[config.mk]
export PLATFORM = sky130hd
export DESIGN_NAME = axi_read_arbiter
export DESIGN_NICKNAME = d
export VERILOG_FILES = /design/src/rtl/axi_arb_pkg.sv /design/src/rtl/arb_rr2.sv /design/src/rtl/axi_read_arbiter.sv
export SDC_FILE = /design/constraint.sdc
export NUM_CORES = 1
export LEC_CHECK = 0
export BUFFER_PORTS_ARGS = -buffer_cell sky130_fd_sc_hd__buf_2
export CORE_MARGIN = 1
export CORE_UTILIZATION = 37
export CTS_CLUSTER_SIZE = 14
export DETAILED_ROUTE_END_ITERATION = 8
export PLACE_DENSITY = 0.56
export RECOVER_POWER = 100
export SLEW_MARGIN = 20
export SYNTH_ARGS = -nofsm -noshare
export SYNTH_HDL_FRONTEND = slang
export SYNTH_SLANG_ARGS = --single-unit
[constraint.sdc]
create_clock -name ACLK -period 3.3 [get_ports ACLK]
set_clock_uncertainty 0.1 [all_clocks]
set_input_delay 0.165 -clock ACLK [delete_from_list [all_inputs] [get_ports ACLK]]
set_output_delay 0.165 -clock ACLK [all_outputs]
set_load 0.02 [all_outputs]
[src/rtl/axi_arb_pkg.sv]
// Shared types and defaults for the AXI read/write address arbiters.
package axi_arb_pkg;
  typedef enum logic [1:0] {
    S_IDLE = 2'd0,
    S_ADDR = 2'd1,
    S_DATA = 2'd2
  } arb_state_e;

  localparam int TIMEOUT_CYC_DEF = 1024;
  localparam int WDOG_W          = 16;
endpackage

[src/rtl/arb_rr2.sv]
// Two-way round-robin pick: with both requesting, favour the one not granted last.
module arb_rr2 (
  input  logic [1:0] req,
  input  logic       last,
  output logic       gnt,
  output logic       any
);
  assign any = |req;
  assign gnt = (&req) ? ~last : req[1];
endmodule

[src/rtl/axi_read_arbiter.sv]
// Two-master AXI read-address arbiter with ownership held through the R burst
// and a watchdog on R inactivity.
module axi_read_arbiter
  import axi_arb_pkg::*;
#(
  parameter int TIMEOUT_CYC = TIMEOUT_CYC_DEF
) (
  input  logic ACLK,
  input  logic ARESETn,
  input  logic ARVALID_M0,
  input  logic ARVALID_M1,
  output logic ARREADY_M0,
  output logic ARREADY_M1,
  output logic ARVALID_S,
  input  logic ARREADY_S,
  input  logic RVALID_S,
  input  logic RREADY_S,
  input  logic RLAST_S,
  output logic GRANT,
  output logic BUSY,
  output logic TIMEOUT_ERR
);
  localparam logic [WDOG_W-1:0] WDOG_MAX = WDOG_W'(TIMEOUT_CYC - 1);

  arb_state_e        state;
  logic              last_gnt;
  logic              rr_gnt;
  logic              rr_any;
  logic [WDOG_W-1:0] wdog;
  logic              r_hs;
  logic              last_hs;
  logic              expire;

  arb_rr2 u_rr (
    .req  ({ARVALID_M1, ARVALID_M0}),
    .last (last_gnt),
    .gnt  (rr_gnt),
    .any  (rr_any)
  );

  assign r_hs    = RVALID_S & RREADY_S;
  assign last_hs = r_hs & RLAST_S;
  assign expire  = (wdog == WDOG_MAX) & ~r_hs;

  // Grants only from IDLE, so an RLAST handshake always leaves one idle bubble.
  always_ff @(posedge ACLK) begin
    if (!ARESETn) begin
      state       <= S_IDLE;
      GRANT       <= 1'b0;
      last_gnt    <= 1'b1;
      wdog        <= '0;
      TIMEOUT_ERR <= 1'b0;
    end else begin
      TIMEOUT_ERR <= 1'b0;
      case (state)
        S_IDLE: if (rr_any) begin
          GRANT    <= rr_gnt;
          last_gnt <= rr_gnt;
          state    <= S_ADDR;
        end
        S_ADDR: if (ARREADY_S) begin
          state <= S_DATA;
          wdog  <= '0;
        end
        S_DATA: begin
          if (last_hs) begin
            state <= S_IDLE;
          end else if (r_hs) begin
            wdog <= '0;
          end else if (expire) begin
            TIMEOUT_ERR <= 1'b1;
            state       <= S_IDLE;
          end else if (wdog != '1) begin
            wdog <= wdog + 1'b1;
          end
        end
        default: state <= S_IDLE;
      endcase
    end
  end

  assign BUSY       = (state != S_IDLE);
  assign ARVALID_S  = (state == S_ADDR);
  assign ARREADY_M0 = ARVALID_S & ARREADY_S & ~GRANT;
  assign ARREADY_M1 = ARVALID_S & ARREADY_S &  GRANT;
endmodule

==> impl_metrics.yaml <==
final_layout:
  fin_nets: 165
  area_delta_synth_final_pct: 11.4
  diodes: 0
  layout_commonest_cell: "dfxtp_1"
  layout-drive-gt1-share_pct: 11.6
  num-fill-cells: 329
  regArea_um2: 420
  multi_input_area_um2: 709
  final_cell_mix: "dfxtp_1 (21), nor2_1 (13), nand3_1 (11), o311ai_0 (11), nand2_1 (10)"
power:
  p_leak_nw: 0.449
  powerDensity_mw_per_mm2: 345
  vdd_drop_max_v: 0.000127
setup_path:
  arrival_ns: 2.76
  path_class: "register to register"
  cp-start-kind: "register"
  slowest_delay_ns: 0.55
  crit_path_end_kind: "register"
  path_cells: "ha_1 -> nand4_1 -> nor4_1 -> nor2b_1 -> clkbuf_1 -> o311ai_0 -> o31ai_2"
  worst-path-max-fanout: 9
  worst_path_max_delay_cell: "nor2b_1"
  timing.rr.start: "wdog[0]$_SDFFE_PN0P_"
  path_buf_inv: 1
  startpoint: "wdog[0]$_SDFFE_PN0P_"
  cp_top_family: "simple AND/OR/NAND/NOR gates"
  required_ns: 3.44
sta:
  max_freq_mhz: 381
  holdWs_ns: 0.0558
  timing.final.crit_share_pct: 79.5
  slew_headroom_pct: 61.7
  worstMarginPinSlew_ns: 0.573
  drv_slew: 0
  post-route-min-period_ns: 2.62
  tns_ns: 0
  hold_viol: 0
  rsz0062_at_grt: "false"
  setup_viol: 0
synthesis:
  synth_edf_count: 0
  synthFlopType: "dfxtp_1"
  yosysTopAreaCell: "dfxtp_1"
  synthArstFlopShare_pct: 0
  syn_nets: 148
  ys_warn_count: 0
  syn_avg_cell_area_um2: 8.45
  ys_seq_area_share_pct: 35.8
  synth_top_area_share_pct: 35.8
  synth_seq_cells: 21
  netlist_area_mm2: 0.00117
  synthDistinctLibCells: 40
  synth.area.top_cells: "dfxtp_1 (36%), o311ai_0 (8.2%), o31ai_1 (5.1%)"
  syn_inst: 139
floorplan:
  row_count: 20
  coreArea_mm2: 0.00303
  die_w_um: 58.4
  chipHeight_um: 58.4
  ios: 14
  start_util_pct: 38.8
  dieArea_mm2: 0.00340
detailed_routing:
  drc: 0
  drt_iter0_drc: 61
  firstDrtPassIters: 4
  wire_per_inst_um: 14.3
  vias: 1127
  ant_nets: 0
  vias_per_cell: 5.66
  drt_wl_total_um: 2850
placed_design:
  place_congestion: 0.789
  dp_hpwl_um: 1990
  io_buffers: 13
cts:
  clock_latency_ns: 0.31
  clockBufferDepth: 2
  htree_levels: 1
  cts_resized: 0
  cts_setup_buffers: 0
  cts_root_buffer: "clkbuf_4"
  clkSinkCount: 21
  clk_pin_slew_ns: 0.13
  cts_buffers: 3
  cts_tree: "yes"
min_path:
  min_from: "ARVALID_M1"
  hp-class: "primary input to register"
global_routing:
  grt_pass1_wl_um: 5130
  grt_pass1_vias: 1096
  grt_overflow: 0
  grt_max_degree: 17
  antenna_found_initial: 0
  grt_usage_pct: 19.5
flow_run:
  maxCapViolCount: 0
status:
  outcome: "finished, final reports clean"
[sequential cells by signal, indices dropped and copies added (netlist names)]
signal,count
GRANT,1
TIMEOUT_ERR,1
last_gnt,1
state,2
wdog,16
[metrics by stage]
stage / utilization, % / cell area (um^2) / power [mW] / cells / worst slack [ns]
2_1_floorplan: - / 1170 / 0.308 / 139 / 1.30
3_3_place_gp: 42.6 / 1290 / 0.326 / 194 / 0.889
3_5_place_dp: 42.6 / 1290 / 0.327 / 194 / 0.854
4_1_cts: 43.8 / 1330 / 0.455 / 199 / 0.806
5_1_grt: 43.2 / 1310 / 0.477 / 199 / 0.361
6_report: 43.2 / 1310 / 0.451 / 199 / 0.677
[cell usage after synthesis (2+ instances only)]
library cell,instances
nand3_1,11
or3_1,3
nor2_1,13
o41ai_1,2
nor2b_1,4
nand2b_1,3
a31oi_1,2
and3_1,5
a21oi_1,9
o21ai_1,2
nor4_1,2
inv_1,3
nand4_1,2
nor3_1,3
clkbuf_1,2
o31ai_1,8
o311ai_0,11
buf_4,2
nand2_1,10
dfxtp_1,21
o21ai_0,2
[layout make-up]
type	instances	area share (%)
clock buffer	4	2.01
inverter	3	0.860
multi-input combinational	110	54.2
sequential	21	32.1
tap	44	4.21
timing repair buffer	17	6.60
[cell families (layout without fill, tap and decap cells)]
kind of cell	Yosys count	count (layout)	synth area share, %
adder cells (fa/ha/maj)	1	1	1.06
flip-flops	21	21	35.8
AND/OR/NAND/NOR	66	66	31.5
buffers and inverters	8	24	3.30
AO/OA/AOI/OAI	42	42	27.5
multiplexers	1	1	0.852
[report_power, final]
part	total [mW]	switching [mW]	leakage, nW	internal, mW
combinational	0.0573	0.0376	0.264	0.0197
clock	0.130	0.0825	0.0150	0.0471
sequential	0.264	0.00577	0.170	0.259
total	0.451	0.126	0.449	0.325
[what timing repair did]
item / CTS / global route
endpoints found under the hold margin: 1 / 0
hold buffers: 1 / 0
setup endpoints to repair: 0 / 0
[layer usage]
layer / routed length, um / up-vias / global-route usage [%]
met4: 25 / 0 / 7.48
met2: 1200 / 23 / 28.9
met1: 1540 / 526 / 28.4
met3: 86 / 4 / 3.08
li1: - / 574 / -
met5: 0 / - / 0
[tightest hold or removal path, cell delays in order]
cell	delay, ns
buf_2	0.11
nand2_1	0.07
o211ai_1	0.08
[worst paths after layout]
check	slack (ns)	depth (start not counted)	end
setup / recovery	0.68	7	wdog[11]$_SDFFE_PN0P_
hold / removal	0.06	3	last_gnt$_SDFFE_PN1P_
setup reg to reg	0.68	7	wdog[11]$_SDFFE_PN0P_
hold reg to reg	0.41	1	last_gnt$_SDFFE_PN1P_
Note: power is estimated with default switching activity, not from simulation.
